--- src/rtl/layer_compositor_if.sv ---
// Attribute-table load / commit handshake between the scene loader and layer_compositor.
interface layer_compositor_if #(
   parameter int NUM_SLOTS  = 8,
   parameter int DEPTH_BITS = 4
);
   localparam int SLOT_W = (NUM_SLOTS > 1) ? $clog2(NUM_SLOTS) : 1;

   logic                  attr_valid_in;
   logic                  attr_ready_out;
   logic [SLOT_W-1:0]     attr_slot_in;
   logic                  attr_enable_in;
   logic [3:0]            attr_fill_color_in;
   logic [3:0]            attr_edge_color_in;
   logic [DEPTH_BITS-1:0] attr_depth_in;
   logic                  commit_in;
   logic                  pending_out;

   modport master (
      output attr_valid_in, attr_slot_in, attr_enable_in, attr_fill_color_in,
             attr_edge_color_in, attr_depth_in, commit_in,
      input  attr_ready_out, pending_out
   );

   modport slave (
      input  attr_valid_in, attr_slot_in, attr_enable_in, attr_fill_color_in,
             attr_edge_color_in, attr_depth_in, commit_in,
      output attr_ready_out, pending_out
   );
endinterface

--- src/rtl/layer_compositor.sv ---
// Depth-sorted pixel compositor: double-buffered slot attributes feeding a registered min-key tree.
// Define LAYER_COMPOSITOR_HIT_COUNT_EN to add the per-frame non-background pixel counter.
module layer_compositor #(
   parameter int         NUM_SLOTS        = 8,
   parameter int         DEPTH_BITS       = 4,
   parameter int         PIXEL_WIDTH      = 1280,
   parameter int         PIXEL_HEIGHT     = 720,
   parameter logic [3:0] BACKGROUND_COLOR = 4'h1,
   localparam int HC_W  = $clog2(PIXEL_WIDTH),
   localparam int VC_W  = $clog2(PIXEL_HEIGHT),
   localparam int CNT_W = $clog2(PIXEL_WIDTH*PIXEL_HEIGHT+1)
) (
   input  logic                 clk_in,
   input  logic                 rst_in,
   input  logic [HC_W-1:0]      hcount_in,
   input  logic [VC_W-1:0]      vcount_in,
   input  logic                 pixel_valid_in,
   input  logic [NUM_SLOTS-1:0] edge_hits_in,
   input  logic [NUM_SLOTS-1:0] fill_hits_in,
   layer_compositor_if.slave    attr,
   output logic [3:0]           color_idx_out,
   output logic [HC_W-1:0]      hcount_out,
   output logic [VC_W-1:0]      vcount_out,
   output logic                 pixel_valid_out,
   output logic [CNT_W-1:0]     hit_count_out
);
   localparam int SLOT_W = (NUM_SLOTS > 1) ? $clog2(NUM_SLOTS) : 1;
   localparam int LVL    = (NUM_SLOTS > 1) ? $clog2(NUM_SLOTS) : 0;
   localparam int P      = 1 << LVL;
   localparam int KEY_W  = DEPTH_BITS + SLOT_W;
   localparam int L      = LVL + 2;

   typedef struct packed {
      logic                  enable;
      logic [3:0]            fill_color;
      logic [3:0]            edge_color;
      logic [DEPTH_BITS-1:0] depth;
   } attr_t;

   typedef struct packed {
      logic             hit;
      logic [3:0]       color;
      logic [KEY_W-1:0] key;
   } node_t;

   attr_t active_q [NUM_SLOTS];
   attr_t shadow_q [NUM_SLOTS];
   attr_t eff      [NUM_SLOTS];
   logic  pending_q;
   logic  frame_start, swap, attr_wr;

   node_t leaf   [P];
   node_t tree_q [LVL+1][P];

   logic [L-1:0]           vld_pipe_q;
   logic [L-1:0][HC_W-1:0] hc_pipe_q;
   logic [L-1:0][VC_W-1:0] vc_pipe_q;
   logic [3:0]             color_q;
   logic                   hit_q;

   assign frame_start         = pixel_valid_in && (hcount_in == '0) && (vcount_in == '0);
   assign swap                = frame_start && pending_q;
   assign attr_wr             = attr.attr_valid_in && !pending_q;
   assign attr.attr_ready_out = !pending_q;
   assign attr.pending_out    = pending_q;

   function automatic node_t pick(node_t a, node_t b);
      return (a.hit && (!b.hit || a.key < b.key)) ? a : b;
   endfunction

   // The frame-start pixel already sees the table being swapped in on this edge.
   always_comb begin
      for (int i = 0; i < NUM_SLOTS; i++) eff[i] = swap ? shadow_q[i] : active_q[i];
   end

   always_comb begin
      for (int i = 0; i < P; i++) leaf[i] = '0;
      for (int i = 0; i < NUM_SLOTS; i++) begin
         leaf[i].hit   = eff[i].enable && (edge_hits_in[i] || fill_hits_in[i]);
         leaf[i].color = edge_hits_in[i] ? eff[i].edge_color : eff[i].fill_color;
         leaf[i].key   = {eff[i].depth, SLOT_W'(i)};
      end
   end

   always_ff @(posedge clk_in or negedge rst_in) begin
      if (!rst_in) begin
         for (int i = 0; i < NUM_SLOTS; i++) begin
            active_q[i] <= '0;
            shadow_q[i] <= '0;
         end
         pending_q <= 1'b0;
      end else begin
         if (attr_wr && (int'(attr.attr_slot_in) < NUM_SLOTS))
            shadow_q[attr.attr_slot_in] <= {attr.attr_enable_in, attr.attr_fill_color_in,
                                            attr.attr_edge_color_in, attr.attr_depth_in};
         if (swap) begin
            for (int i = 0; i < NUM_SLOTS; i++) active_q[i] <= shadow_q[i];
            pending_q <= 1'b0;
         end
         if (attr.commit_in && !pending_q) pending_q <= 1'b1;
      end
   end

   always_ff @(posedge clk_in or negedge rst_in) begin
      if (!rst_in) begin
         for (int l = 0; l <= LVL; l++)
            for (int i = 0; i < P; i++) tree_q[l][i] <= '0;
         vld_pipe_q <= '0;
         hc_pipe_q  <= '0;
         vc_pipe_q  <= '0;
         color_q    <= BACKGROUND_COLOR;
         hit_q      <= 1'b0;
      end else begin
         for (int i = 0; i < P; i++) tree_q[0][i] <= leaf[i];
         for (int l = 1; l <= LVL; l++)
            for (int i = 0; i < (P >> l); i++)
               tree_q[l][i] <= pick(tree_q[l-1][2*i], tree_q[l-1][2*i+1]);
         vld_pipe_q <= {vld_pipe_q[L-2:0], pixel_valid_in};
         hc_pipe_q  <= {hc_pipe_q[L-2:0], hcount_in};
         vc_pipe_q  <= {vc_pipe_q[L-2:0], vcount_in};
         hit_q      <= vld_pipe_q[L-2] && tree_q[LVL][0].hit;
         color_q    <= (vld_pipe_q[L-2] && tree_q[LVL][0].hit) ? tree_q[LVL][0].color
                                                               : BACKGROUND_COLOR;
      end
   end

   assign color_idx_out   = color_q;
   assign pixel_valid_out = vld_pipe_q[L-1];
   assign hcount_out      = hc_pipe_q[L-1];
   assign vcount_out      = vc_pipe_q[L-1];

`ifdef LAYER_COMPOSITOR_HIT_COUNT_EN
   logic [CNT_W-1:0] cnt_q, hit_cnt_q;
   logic             out_frame_start;

   assign out_frame_start = pixel_valid_out && (hcount_out == '0) && (vcount_out == '0);

   always_ff @(posedge clk_in or negedge rst_in) begin
      if (!rst_in) begin
         cnt_q     <= '0;
         hit_cnt_q <= '0;
      end else if (out_frame_start) begin
         hit_cnt_q <= cnt_q;
         cnt_q     <= CNT_W'(hit_q);
      end else if (hit_q && (cnt_q != '1)) begin
         cnt_q <= cnt_q + 1'b1;
      end
   end

   assign hit_count_out = hit_cnt_q;
`else
   assign hit_count_out = '0;
`endif
endmodule

--- src/flat_wrapper.sv ---
// flat-port wrapper written by rule: the top's interface ports become plain ports
module layer_compositor_flat 
#(
   parameter int         NUM_SLOTS        = 8,
   parameter int         DEPTH_BITS       = 4,
   parameter int         PIXEL_WIDTH      = 1280,
   parameter int         PIXEL_HEIGHT     = 720,
   parameter logic [3:0] BACKGROUND_COLOR = 4'h1,
   localparam int HC_W  = $clog2(PIXEL_WIDTH),
   localparam int VC_W  = $clog2(PIXEL_HEIGHT),
   localparam int CNT_W = $clog2(PIXEL_WIDTH*PIXEL_HEIGHT+1)
)
  (clk_in, rst_in, hcount_in, vcount_in, pixel_valid_in, edge_hits_in, fill_hits_in, color_idx_out, hcount_out, vcount_out, pixel_valid_out, hit_count_out, attr_attr_valid_in, attr_attr_slot_in, attr_attr_enable_in, attr_attr_fill_color_in, attr_attr_edge_color_in, attr_attr_depth_in, attr_commit_in, attr_attr_ready_out, attr_pending_out);
  layer_compositor_if #(.NUM_SLOTS(NUM_SLOTS), .DEPTH_BITS(DEPTH_BITS)) attr_i ();
  input  logic clk_in;
  input  logic rst_in;
  input  logic [HC_W-1:0] hcount_in;
  input  logic [VC_W-1:0] vcount_in;
  input  logic pixel_valid_in;
  input  logic [NUM_SLOTS-1:0] edge_hits_in;
  input  logic [NUM_SLOTS-1:0] fill_hits_in;
  output logic [3:0] color_idx_out;
  output logic [HC_W-1:0] hcount_out;
  output logic [VC_W-1:0] vcount_out;
  output logic pixel_valid_out;
  output logic [CNT_W-1:0] hit_count_out;
  input wire logic [$bits(attr_i.attr_valid_in)-1:0] attr_attr_valid_in;
  input wire logic [$bits(attr_i.attr_slot_in)-1:0] attr_attr_slot_in;
  input wire logic [$bits(attr_i.attr_enable_in)-1:0] attr_attr_enable_in;
  input wire logic [$bits(attr_i.attr_fill_color_in)-1:0] attr_attr_fill_color_in;
  input wire logic [$bits(attr_i.attr_edge_color_in)-1:0] attr_attr_edge_color_in;
  input wire logic [$bits(attr_i.attr_depth_in)-1:0] attr_attr_depth_in;
  input wire logic [$bits(attr_i.commit_in)-1:0] attr_commit_in;
  output wire logic [$bits(attr_i.attr_ready_out)-1:0] attr_attr_ready_out;
  output wire logic [$bits(attr_i.pending_out)-1:0] attr_pending_out;
  assign attr_i.attr_valid_in = attr_attr_valid_in;
  assign attr_i.attr_slot_in = attr_attr_slot_in;
  assign attr_i.attr_enable_in = attr_attr_enable_in;
  assign attr_i.attr_fill_color_in = attr_attr_fill_color_in;
  assign attr_i.attr_edge_color_in = attr_attr_edge_color_in;
  assign attr_i.attr_depth_in = attr_attr_depth_in;
  assign attr_i.commit_in = attr_commit_in;
  assign attr_attr_ready_out = attr_i.attr_ready_out;
  assign attr_pending_out = attr_i.pending_out;
  layer_compositor #(.NUM_SLOTS(NUM_SLOTS), .DEPTH_BITS(DEPTH_BITS), .PIXEL_WIDTH(PIXEL_WIDTH), .PIXEL_HEIGHT(PIXEL_HEIGHT), .BACKGROUND_COLOR(BACKGROUND_COLOR)) u_core (.clk_in(clk_in), .rst_in(rst_in), .hcount_in(hcount_in), .vcount_in(vcount_in), .pixel_valid_in(pixel_valid_in), .edge_hits_in(edge_hits_in), .fill_hits_in(fill_hits_in), .attr(attr_i), .color_idx_out(color_idx_out), .hcount_out(hcount_out), .vcount_out(vcount_out), .pixel_valid_out(pixel_valid_out), .hit_count_out(hit_count_out));
endmodule
--- config.mk ---
export PLATFORM = sky130hd
export DESIGN_NAME = layer_compositor_flat
export DESIGN_NICKNAME = d
export VERILOG_FILES = /design/src/rtl/layer_compositor_if.sv /design/src/rtl/layer_compositor.sv /design/src/flat_wrapper.sv
export SDC_FILE = /design/constraint.sdc
export NUM_CORES = 1
export LEC_CHECK = 0
export BUFFER_PORTS_ARGS = -buffer_cell sky130_fd_sc_hd__buf_2
export CAP_MARGIN = 20
export CELL_PAD_IN_SITES_DETAIL_PLACEMENT = 0
export CELL_PAD_IN_SITES_GLOBAL_PLACEMENT = 1
export CORE_MARGIN = 4
export CORE_UTILIZATION = 30
export DETAILED_ROUTE_END_ITERATION = 10
export PLACE_DENSITY = 0.56
export SLEW_MARGIN = 10
export SYNTH_ARGS = -nofsm -noshare
export SYNTH_HDL_FRONTEND = slang
export SYNTH_SLANG_ARGS = --single-unit
export TNS_END_PERCENT = 1
--- constraint.sdc ---
create_clock -name clk_in -period 2.5 [get_ports clk_in]
set_clock_uncertainty 0.15 [all_clocks]
set_input_delay 0.375 -clock clk_in [delete_from_list [all_inputs] [get_ports clk_in]]
set_output_delay 0.375 -clock clk_in [all_outputs]
set_load 0.02 [all_outputs]
## Yosys cells after proc, flatten, opt, wreduce, memory -nomap -nowiden

Index checks and enable logic that the tools add are counted.

- Add/subtract/negate cells: 0
- $mul: 0
- Divide/modulo/power cells: 0
- Order comparisons: 9
- Equality and inequality tests: 0
- Shift operators: 0
- Muxes and demuxes: 29
- Bitwise operators: 1
- Reduce and logical (&&, ||, !) cells: 48

Operator list:

| operator | count |
|---|---|
| $mux W13 | 9 |
| $bwmux W104 | 1 |
| $mux W12 | 7 |
| $lt A7 B7 Y1 | 7 |
| $demux W13 S3 | 1 |
| $mux W4 | 9 |
| $logic_and A1 B1 Y1 | 22 |
| $logic_or A1 B1 Y1 | 15 |
| $logic_not A11 Y1 | 1 |
| $logic_not A10 Y1 | 1 |
| $logic_not A1 Y1 | 8 |
| $ge A4 B4 Y1 const B | 1 |
| $lt A4 B1 Y1 const B | 1 |
| $not A3 Y4 | 1 |
| $mux W1 | 2 |
| $reduce_bool A2 Y1 | 1 |

- Bits in registers: 484
- Bits in latches: 0
- RAM bits: 0
- ROM bits: 0
- Input port bits: 58
- Output and inout port bits: 48
- Memories kept: 0

## Depth between registers and ports, before layout

- Word-level depth: 6
- Gate-level depth with buffers: 8
- Depth with buffers taken out: 6

## Worst setup path after synthesis

OpenSTA, ideal clock, no wires.

- Path kind: flip-flop to flip-flop
- Start: reg u_core.pending_q, in the netlist u_core.attr.pending_out
- End: reg u_core.active_q[0] (netlist name)
- Library setup time: 132 ps
- Arrival time: 1,811 ps
- Data required time: 2,218 ps
- Setup slack: 407 ps
- Cell stages (with the launch flop): 7
- Buffers on the path: 2
- Period minus slack after synthesis: 2,093 ps
- Cells stage by stage: dfrtp_1 nor4b_4 nand4_4 nor2_4 buf_8 buf_6 mux2_1

- Word-level cells in the longest chain between the ends: 1

Ends and longest elaborated chain:

| element | RTL line | text |
|---|---|---|
| start, declared | layer_compositor.sv:49 | `logic pending_q;` |
| start signal, assigned | layer_compositor.sv:91 | `pending_q <= 1'b0;` |
| start signal, assigned | layer_compositor.sv:98 | `pending_q <= 1'b0;` |
| start signal, assigned | layer_compositor.sv:100 | `if (attr.commit_in && !pending_q) pending_q <= 1'b1;` |
| $logic_and A1 B1 Y1 | layer_compositor.sv:62 | `assign swap = frame_start && pending_q;` |
| end signal, assigned by index | layer_compositor.sv:88 | `active_q[i] <= '0;` |
| end, declared | layer_compositor.sv:46 | `attr_t active_q [NUM_SLOTS];` |

Every way passes these cells.
A chain may end at the register's enable or synchronous reset.

==> run metrics <==
Mapped Area=18600 um2; drt total wl=41700 um; global route overflow=0; EDFF count, synth=0; Clock Sinks=465; WHS Path Cells=2; top cell type by total area after synthesis=dfrtp_1; FF-to-FF path depth=4; Inst Count DP=2111; Min-Delay Startpoint=attr_attr_fill_color_in[3]; highest routing layer actually used=met4; Area Growth Syn to Fin=17.6%; worst stage delay on the critical path=0.55 ns; WL met2=20000 um; Mean Syn Cell Area=14.4 um2; H-tree levels=2; clk slew on worst S/H paths=0.06 ns; fraction of power consumed by sequential logic=49.9%; Residual DRC=1; Final nets=1497; max_cap viols=0; crit-path cells=dlygate4sd3_1 > buf_2 > nor4_2 > nand4_4 > nor2_4 > buf_12 > buf_12 > mux2_1; die area=65900 um2; gr usage total=12.8%; worst r2r dst=u_core.tree_q[257]$_DFF_PN0_; core region area=60800 um2; number of DRC markers in iteration 0=860; share of post-route cells with drive strength above 1=27.2%; CP dominant cell by count=buf_12; ys async rst share=100%; Max IR drop VDD=0.000490 V; CTS tree=built; Fin. Hold Viols=0; #FFs+latches synth=465; Port Buf Inserts=85; DRT Pass-1 Iters=11; CTS Buf Count=49; Sw Ratio=22.2%; Via Count=11000; met1 wire length=18900 um; dpl hpwl=28600 um; pwr/cell area=710 nW/um2; cts repair resizes=0; Tightest Pin Transition=0.734 ns; remaining antenna violation count=0; top_reg_cell synth=dfrtp_1; crit path capture type=flip-flop; Seq/Total Area, Yosys=62.7%; initial antenna violation count=1; Crit-path slowest cell=dlygate4sd3_1; failing checks=design-rule violations; power share of the clock group=46.6%; CTS root buf=clkbuf_16; unrepaired setup endpoints after global routing=no; run status=complete, but fails checks; WS Path Type=in2reg; critical path arrival=2.58 ns; setup ws final=0.217 ns; routed len/inst=18.7 um; fillers=5828; Layout Cells excl Fill=2229; met3 WL=1910 um; Syn Inst Count=1285; Max Buffers Root-to-Sink=3; Reg2Reg Setup Slack=0.23 ns; worst hold path class=in2reg; Synth warnings=0; vias in the first global route=11600; Vias/cell=4.92; die outline height=257 um; Final period util=91.3%; r2r startpoint=u_core.tree_q[335]$_DFF_PN0_; hold_buf cts=30; commonest non-fill, non-tap cell in the layout=dfrtp_1; synth unique cells=49; final RePlAce weighted congestion=0.771; minimum clock period=2.28 ns; Min Hold Slack=0.0347 ns; IO Count=106; pre-CTS setup slack=0.139 ns; Critical Path Source Type=primary input; Post-CTS Repair Setup Buffers=0; final setup TNS=0 ns; die width=257 um; P_sw=3.44 mW; first-pass GRT wire length=67400 um; Buf/Inv on CP=4; Util after Layout=35.9%; Initial Util=30.5%; # rows=90; Synth area leaders=dfrtp_1 (63%), mux2_2 (7.7%), mux2_1 (4.7%), mux4_2 (3.9%), o211ai_1 (2.6%); leakage power=10.3 nW; Setup-failing EPs final=0; Int Pwr=12.0 mW; clk_lat worst skew=0.60 ns; Top delay family on crit path=buffers and inverters; Req. time, crit path=2.80 ns; max-slew violation count=0; max_slew headroom=51.0%; Synth top area share=62.6%; most frequent cells in the layout=dfrtp_1 (464), mux2_2 (127), buf_2 (84); crit path max fanout=23; FMAX=0.438 GHz; Gate power share=3.4%; Hold EP=u_core.shadow_q[102]$_DFFE_PN0P_; largest net degree at the start of global routing=79
-- cells in the mapped netlist (all sizes together) (7+ instances only) --
cell     instances
dfrtp          464
mux2           204
buf             81
o211ai          64
nand3           60
inv             40
and2            39
clkbuf          33
a222oi          32
mux4            32
ha              29
nand2           19
nand4           19
nor2            19
a21oi           18
o2111ai         18
and3            11
o21ai           11
a31oi           10
a221oi           9
a22o             8
nor2b            8
o21a             8
a21o             7
or2              7
-- final cells by class --
cell class                      instances  area (um2)  share of cell area [%]
Clock buffer                           71        1430                    6.55
Multi-Input combinational cell        681        6150                    28.2
Sequential cell                       465       11600                    53.3
Antenna cell                            1        2.50                  0.0115
Inverter                               44         165                   0.757
Clock inverter                         16         191                   0.877
Timing Repair Buffer                  169        1270                    5.80
Tap cell                              782         978                    4.48
-- flip-flops by register name, indices dropped and copies added (netlist names) --
signal,flops
u_core.hc_pipe_q,44
u_core.hcount_out,11
u_core.attr.pending_out,1
u_core.shadow_q,104
u_core.active_q,104
u_core.vld_pipe_q,5
u_core.vcount_out,10
u_core.tree_q,142
u_core.color_idx_out,4
u_core.vc_pipe_q,40
-- how the worst max path moves through the flow --
stage	startpoint	to	slack (ns)	cells after the start
2_1_floorplan	u_core.attr.pending_out$_DFFE_PN0P_	u_core.active_q[0]$_DFFE_PN0N_	0.41	6
3_3_place_gp	vcount_in[5]	u_core.active_q[33]$_DFFE_PN0N_	0.15	8
3_5_place_dp	vcount_in[5]	u_core.tree_q[315]$_DFF_PN0_	0.14	8
4_1_cts	vcount_in[5]	u_core.tree_q[330]$_DFF_PN0_	0.19	9
5_1_grt	u_core.tree_q[335]$_DFF_PN0_	u_core.tree_q[260]$_DFF_PN0_	0.07	4
6_report	hcount_in[5]	u_core.tree_q[303]$_DFF_PN0_	0.22	8
-- routing by layer --
layer	up-vias	global-route usage (%)
met1	5708	17.7
li1	4932	-
met3	64	2.37
met5	-	0
met2	264	20.7
met4	0	3.55
-- kinds of logic (layout without fill, tap and decap cells) --
| kind of cell | Yosys count | count (layout) | synth area share, % |
|---|---|---|---|
| DFF | 465 | 465 | 62.7 |
| buffers and inverters | 158 | 300 | 4.62 |
| adders and majority gates | 29 | 29 | 1.96 |
| muxes | 236 | 236 | 16.3 |
| AOI/OAI and AO/OA | 195 | 195 | 8.23 |
| other | 2 | 22 | 0.0405 |
| and+or+nand+nor | 200 | 200 | 6.16 |
-- worst reg2reg max path, stage by stage, from the launching register on --
cell	delay (ns)
dfrtp_1	0.62
clkinv_1	0.41
nor2_1	0.61
a222oi_1	0.22
o211ai_1	0.15
-- stage by stage --
stage	area [um2]	power (mW)
after floorplan	18600	8.09
after global placement	19900	8.38
after detailed placement	19900	8.40
after CTS	21800	15.8
after global routing	21800	16.1
final	21800	15.5
-- power by group through the flow --
| stage | combinational [mW] | clock, mW | sequential (mW) |
|---|---|---|---|
| floorplan | 0.232 | 0 | 7.85 |
| global placement | 0.509 | 0 | 7.87 |
| detailed placement | 0.518 | 0 | 7.88 |
| CTS | 0.555 | 7.48 | 7.74 |
| global route | 0.601 | 7.80 | 7.75 |
| finish | 0.534 | 7.22 | 7.74 |
(Power assumes the default switching activity.)
